**config.mk**
```make
export PLATFORM = sky130hd
export DESIGN_NAME = core_periph_bridge
export DESIGN_NICKNAME = d
export VERILOG_FILES = /design/src/rtl/core_periph_bridge.sv
export SDC_FILE = /design/constraint.sdc
export NUM_CORES = 1
export LEC_CHECK = 0
export ABC_CLOCK_PERIOD_IN_PS = 4180
export BUFFER_PORTS_ARGS = -buffer_cell sky130_fd_sc_hd__buf_4
export CAP_MARGIN = 20
export CELL_PAD_IN_SITES_DETAIL_PLACEMENT = 0
export CELL_PAD_IN_SITES_GLOBAL_PLACEMENT = 1
export CORE_ASPECT_RATIO = 0.75
export CORE_MARGIN = 5
export CORE_UTILIZATION = 34
export DETAILED_ROUTE_END_ITERATION = 6
export GPL_ROUTABILITY_DRIVEN = 0
export PLACE_DENSITY = 0.82
export SYNTH_ARGS = -nofsm -noshare
export SYNTH_HDL_FRONTEND = slang
export SYNTH_SLANG_ARGS = --single-unit
```
**constraint.sdc**
```tcl
create_clock -name clk -period 4.18 [get_ports clk]
set_input_delay 0.209 -clock clk [delete_from_list [all_inputs] [get_ports clk]]
set_output_delay 0.209 -clock clk [all_outputs]
set_load 0.01 [all_outputs]
```
**src/rtl/core_periph_bridge.sv**
```systemverilog
// Bridge from the EX-stage peripheral access request to a single-outstanding
// request/acknowledge peripheral bus, with a WAIT timeout that forces a bus error.
//
// state | meaning
// ------+----------------------------------------------------------------
// IDLE  | no access pending; captures the request fields when d_valid=1
// REQ   | p_req asserted for exactly one cycle from the captured fields
// WAIT  | waiting for p_ack; timeout counter advances each cycle
// DONE  | d_ready=1 with result; held while EX_hold=1
module core_periph_bridge #(
    parameter logic [63:0] PERIPHERAL_BASE = 64'h2000_0000,
    parameter int unsigned TIMEOUT         = 255
) (
    input  logic        clk,
    input  logic        rst_n,
    input  logic        d_valid,
    input  logic [63:0] addr,
    input  logic        EX_mem_write,
    input  logic [63:0] w_data,
    input  logic [7:0]  byte_en,
    input  logic        EX_hold,
    output logic        d_ready,
    output logic [63:0] d_rdata,
    output logic        d_err,
    output logic        p_req,
    output logic        p_we,
    output logic [31:0] p_addr,
    output logic [63:0] p_wdata,
    output logic [7:0]  p_be,
    input  logic        p_ack,
    input  logic [63:0] p_rdata,
    input  logic        p_err
);

    typedef enum logic [1:0] {
        ST_IDLE = 2'd0,
        ST_REQ  = 2'd1,
        ST_WAIT = 2'd2,
        ST_DONE = 2'd3
    } state_t;

    localparam logic [15:0] TO_LIMIT = 16'(TIMEOUT);

    state_t      state_q, state_d;
    logic [31:0] addr_q, addr_d;
    logic        we_q, we_d;
    logic [63:0] wdata_q, wdata_d;
    logic [7:0]  be_q, be_d;
    logic [15:0] cnt_q, cnt_d;
    logic [63:0] rdata_q, rdata_d;
    logic        err_q, err_d;

    logic [63:0] offset;
    logic        unused_offset_hi;
    logic [15:0] cnt_inc;
    logic        cnt_hit;

    // Offsets beyond 32 bits are silently truncated to the peripheral window.
    assign offset           = addr - PERIPHERAL_BASE;
    assign unused_offset_hi = ^offset[63:32];

    assign cnt_inc = (cnt_q == 16'hFFFF) ? cnt_q : cnt_q + 16'd1;
    // True in the WAIT cycle whose increment makes the counter reach TIMEOUT.
    assign cnt_hit = ({1'b0, cnt_q} + 17'd1) >= {1'b0, TO_LIMIT};

    always_comb begin
        state_d = state_q;
        addr_d  = addr_q;
        we_d    = we_q;
        wdata_d = wdata_q;
        be_d    = be_q;
        cnt_d   = cnt_q;
        rdata_d = rdata_q;
        err_d   = err_q;
        unique case (state_q)
            ST_IDLE: begin
                if (d_valid) begin
                    addr_d  = offset[31:0];
                    we_d    = EX_mem_write;
                    wdata_d = w_data;
                    be_d    = byte_en;
                    cnt_d   = 16'd0;
                    state_d = ST_REQ;
                end
            end
            ST_REQ: begin
                state_d = ST_WAIT;
            end
            ST_WAIT: begin
                cnt_d = cnt_inc;
                if (p_ack) begin
                    rdata_d = we_q ? 64'h0 : p_rdata;
                    err_d   = p_err;
                    state_d = ST_DONE;
                end else if (cnt_hit) begin
                    rdata_d = 64'h0;
                    err_d   = 1'b1;
                    state_d = ST_DONE;
                end
            end
            ST_DONE: begin
                if (!EX_hold) begin
                    state_d = ST_IDLE;
                end
            end
            default: begin
                state_d = ST_IDLE;
            end
        endcase
    end

    always_ff @(posedge clk) begin
        if (!rst_n) begin
            state_q <= ST_IDLE;
            addr_q  <= 32'h0;
            we_q    <= 1'b0;
            wdata_q <= 64'h0;
            be_q    <= 8'h00;
            cnt_q   <= 16'd0;
            rdata_q <= 64'h0;
            err_q   <= 1'b0;
        end else begin
            state_q <= state_d;
            addr_q  <= addr_d;
            we_q    <= we_d;
            wdata_q <= wdata_d;
            be_q    <= be_d;
            cnt_q   <= cnt_d;
            rdata_q <= rdata_d;
            err_q   <= err_d;
        end
    end

    assign p_req   = (state_q == ST_REQ);
    assign d_ready = (state_q == ST_DONE);
    assign p_we    = we_q;
    assign p_addr  = addr_q;
    assign p_wdata = wdata_q;
    assign p_be    = be_q;
    assign d_rdata = rdata_q;
    assign d_err   = err_q;

endmodule

```
# Word-level counts from Yosys, hierarchy flattened
# Index checks and enable logic that the tools add are counted.
# W data, S select, Z words.
[word_totals]
reg_bits = 188
inputBits = 207
output_inout_bits = 172
[classes]
addsub = 3
n_lt_le_gt_ge = 1
n_eq_ne = 8
muxes = 13
reduce_logical = 7
[ops]
columns = ["op", "n"]
rows = [
  ["$mux W64", 3],
  ["$mux W16", 2],
  ["$pmux W16 S2", 1],
  ["$sub A32 B30 Y32 const B", 1],
  ["$add A16 B1 Y17 const B", 1],
  ["$ge A17 B8 Y1 const B", 1],
  ["$add A16 B1 Y16 const B", 1],
  ["$eq A16 B16 Y1 const B", 1],
  ["$mux W2", 4],
  ["$pmux W2 S4", 1],
  ["$ne A2 B2 Y1 const B", 3],
  ["$reduce_and A3 Y1", 2],
  ["$eq A2 B2 Y1 const B", 2],
  ["$reduce_and A2 Y1", 2],
  ["$reduce_bool A2 Y1", 2],
  ["$ne A3 B3 Y1 const B", 1],
  ["$eq A2 B1 Y1 const B", 1],
  ["$logic_not A2 Y1", 1],
  ["$mux W1", 2],
]

# Longest topological paths before layout
[logic_depth]
depth_word = 5
ltp_mapped = 10

# Least setup slack after synthesis
# No wires, ideal clock.
[synth_timing]
path_type = "reg-to-reg"
start = "register cnt_q[0]"
end = "register rdata_q[13], in the netlist d_rdata[13]"
setup_time_ns = 0.130
arrival_ns = 2.122
slack_ns = 1.928
stages_incl_launch_ff = 10
n_path_buf = 2
path_cell_list = "dfxtp_1 > ha_1 > nand3_2 > or3_1 > a2111oi_2 > nor4_1 > a31oi_1 > buf_4 > buf_6 > o22ai_1"
[synth_via]
elab_chain_cells = 4
[synth_lines]
columns = ["item", "line", "source"]
rows = [
  ["from (decl)", "49", "logic [15:0] cnt_q, cnt_d;"],
  ["from (signal assigned)", "128", "cnt_q <= cnt_d;"],
  ["$add A16 B1 Y17", "64", "assign cnt_hit = ({1'b0, cnt_q} + 17'd1) >= {1'b0, TO_LIMIT};"],
  ["$ge A17 B8 Y1", "64", ""],
  ["$reduce_bool A2 Y1 (no line)", "n/a", ""],
  ["$reduce_and A2 Y1 (no line)", "n/a", ""],
  ["to (signal assigned)", "129", "rdata_q <= rdata_d;"],
  ["to (decl)", "50", "logic [63:0] rdata_q, rdata_d;"],
]
# Every way passes these cells.
# A chain may end at the register's enable or synchronous reset.

# Final worst setup path
[layout_timing]
start = "register cnt_q[0]"
end = "register err_q, in the netlist d_err"
[layout_via]
elab_chain_cells = 4
[layout_lines]
columns = ["item", "line", "source"]
rows = [
  ["$add A16 B1 Y17", "64", ""],
  ["$ge A17 B8 Y1", "64", ""],
  ["$reduce_bool A2 Y1 (no line)", "n/a", ""],
  ["$reduce_and A2 Y1 (no line)", "n/a", ""],
  ["to (signal assigned)", "130", "err_q <= err_d;"],
  ["to (decl)", "51", "logic err_q, err_d;"],
]
# Every way passes these cells.

==> impl_metrics.yaml <==
floorplan:
  die_x_um: 181
  num_rows: 47
  core-area_sq_mm: 0.0218
  io_pins: 379
  fp.dieArea_sq_mm: 0.0251
  start_util_pct: 34.2
  die_h_um: 138
power:
  pwr_density_cell_mw_per_mm2: 486
  p_leak_nw: 4.58
  vdd_ir_drop_max_mv: 0.263
grt:
  grt_pass1_vias: 6748
  antenna_found_initial: 0
  track_usage_pct: 18.6
  grt_pass1_wl_um: 38100
  grt_max_degree: 106
  grt.overflow.total: 0
timing:
  final-hold-violation-count: 0
  setup_violations: 0
  max_freq_ghz: 0.378
  min_period_ns: 2.64
  fin_crit_sh_pct: 63.2
  fin_worst_skew_ns: 0.0167
  finalSetupTns_ns: 0
  final_max_slew_viol_count: 0
  rsz0062_at_grt: "no"
  max_slew_margin_pct: 32.3
  worst_pin_slew_ns: 1.02
run:
  drv_cap: 0
cts:
  htreeDepth: 4
  clockBufferDepth: 2
  cts_sinks: 188
  ctsHoldBuffers: 0
  cts_tree: "built"
  cts_made_buffers: 17
  cts_root_buf: "clkbuf_16"
  insertion_delay_ns: 0.43
  cts_resized: 0
  cts.clk_slew.worst_paths_ns: 0.08
  post_cts_buffers: 0
critical_path:
  cp_top_family: "compound AO/OA/AOI/OAI gates"
  crit_buf_inv: 1
  worst_setup_path_start_kind: "register"
  cp_cell_sequence: "ha_1 > nand3_2 > nor2_1 > o21ai_0 > a31o_1 > a31oi_4 > buf_12 > o221a_1"
  crit_fanout: 65
  critPathSlowestCell: "nor2_1"
  crit_type: "reg -> reg"
  crit_arrival_ns: 3.00
  worst_ep_required_time_ns: 4.54
  cp_slowest_stage_delay_ns: 0.49
  endpoint_kind: "register"
detailed_routing:
  wirelength_um: 24600
  met1Wirelength_um: 11000
  avgViaCountPerCell: 4.76
  drt_iter0_markers: 378
  drtAntennaViolNets: 0
  drt-pass1-iter-count: 4
  wl_per_cell_um: 16.2
  drc: 0
  wl_met2_um: 11800
  num_vias: 7226
  wl_met3_um: 1340
  top_layer: "met4"
yosys:
  synthArstFlopShare_pct: 0
  syn-num-nets: 1127
  synth_compound_area_share_pct: 20.2
  synth_top_family_by_area: "simple AND/OR/NAND/NOR gates"
  ys_ff_latch: 188
  synthSimpleGateAreaFrac_pct: 22.3
  synth_mux_area_share_pct: 0.268
  synth_fa_ha_area_share_pct: 1.34
  synth_edf_count: 0
  netlist_instances: 912
  synth_warnings: 0
  ys.flop_type: "dfxtp_1"
  mappedNetlistArea_sq_mm: 0.00747
  synth.avg_cell_area_sq_um: 8.19
  synth_cell_types: 44
  synthXorXnorAreaFrac_pct: 0.703
  yosysSeqAreaShare_pct: 50.4
final_layout:
  fillerInstances: 2175
  n_antenna_cell: 0
  regArea_sq_mm: 0.00376
  final_cell_mix: "nand2_1 (354), buf_4 (351), dfxtp_1 (188)"
  multi_input_area_sq_mm: 0.00338
  final_common_cell: "nand2_1"
  drive_gt1_share_pct: 31.9
  syn_to_final_growth_pct: 44.5
  instances_no_fill: 1518
  nets: 1427
run_status:
  status: "complete, no violations"
placement:
  dp_hpwl_um: 17100
  place_inst: 1487
  io_buffers: 346
min_path:
  hold_class: "in -> reg"
==> metal layers <==
layer | track usage [%] | up-vias
li1 | - | 3650
met1 | 24.4 | 3342
met2 | 31.1 | 206
met3 | 4.18 | 28
met4 | 4.74 | 0
met5 | 0 | -
==> final timing paths <==
check / slack (ns) / from / to / cells past startpoint
max reg2reg: 1.54 / cnt_q[0] / d_err / 8
max: 1.54 / cnt_q[0] / d_err / 8
min reg2reg: 0.46 / p_wdata[59] / p_wdata[59] / 2
min: 0.03 / addr[23] / p_addr[23] / 3
==> logic make-up after synthesis <==
logic type	Yosys count
fa+ha+maj	8
simple gates	412
mux	2
xor+xnor	6
flops	188
compound gates	215
buf+inv	81
==> through the flow <==
step | hold WS [ns] | area, sq um | util, % | power [W] | setup slack (ns)
floorplan | 0.354 | 7470 | - | 0.00294 | 1.93
global placement | 0.450 | 10200 | 46.8 | 0.00368 | 1.62
detailed placement | 0.457 | 10200 | 46.8 | 0.00370 | 1.59
CTS | 0.0160 | 10800 | 49.5 | 0.00534 | 1.56
global route | 0.0204 | 10800 | 49.5 | 0.00557 | 1.36
finish | 0.0335 | 10800 | 49.5 | 0.00525 | 1.54
==> tightest hold or removal path: stages <==
cell      delay, ns
buf_4          0.11
nand2_1        0.04
a21boi_0       0.06
==> flip-flops by register name, summed over array words and instances (netlist names) <==
name and cells:
d_rdata 64, p_wdata 64, p_addr 32, cnt_q 16, p_be 8, state_q 2
d_err 1, p_we 1
==> where the power goes <==
part           internal, W  switching [W]  total, W
Sequential         0.00205       0.000133   0.00218
Clock             0.000847       0.000772   0.00162
Combinational     0.000638       0.000812   0.00145
==> final cells by class <==
cell class	instances	area share, %
Tap cell	294	3.41
Multi-Input combinational cell	643	31.3
Sequential cell	188	34.9
Timing Repair Buffer	353	24.8
Clock buffer	17	3.94
Inverter	9	0.313
Clock inverter	14	1.43
==> Yosys cell counts (2+ instances only) <==
master	count	area [sq um]
xnor2_1	3	26.3
o21a_1	5	37.5
xor2_1	3	26.3
nand2_1	355	1330
buf_1	4	15.0
inv_1	9	33.8
a21boi_1	2	15.0
and4_1	3	26.3
a31oi_1	2	12.5
dfxtp_1	188	3760
nand4_1	4	25.0
buf_6	5	56.3
buf_4	3	22.5
and3_1	3	18.8
nor2_1	7	26.3
ha_1	8	100
nand3_1	6	30.0
o211a_1	4	40.0
a21boi_0	105	788
buf_2	4	20.0
mux2i_1	2	20.0
clkbuf_1	56	210
o21ai_0	9	45.0
or3_1	6	37.5
nor4_1	4	25.0
a21oi_1	12	60.1
a41oi_1	3	26.3
nor3_1	10	50.1
nor2b_1	9	56.3
o22ai_1	64	400
No activity file was read; power rests on OpenSTA's default activity.
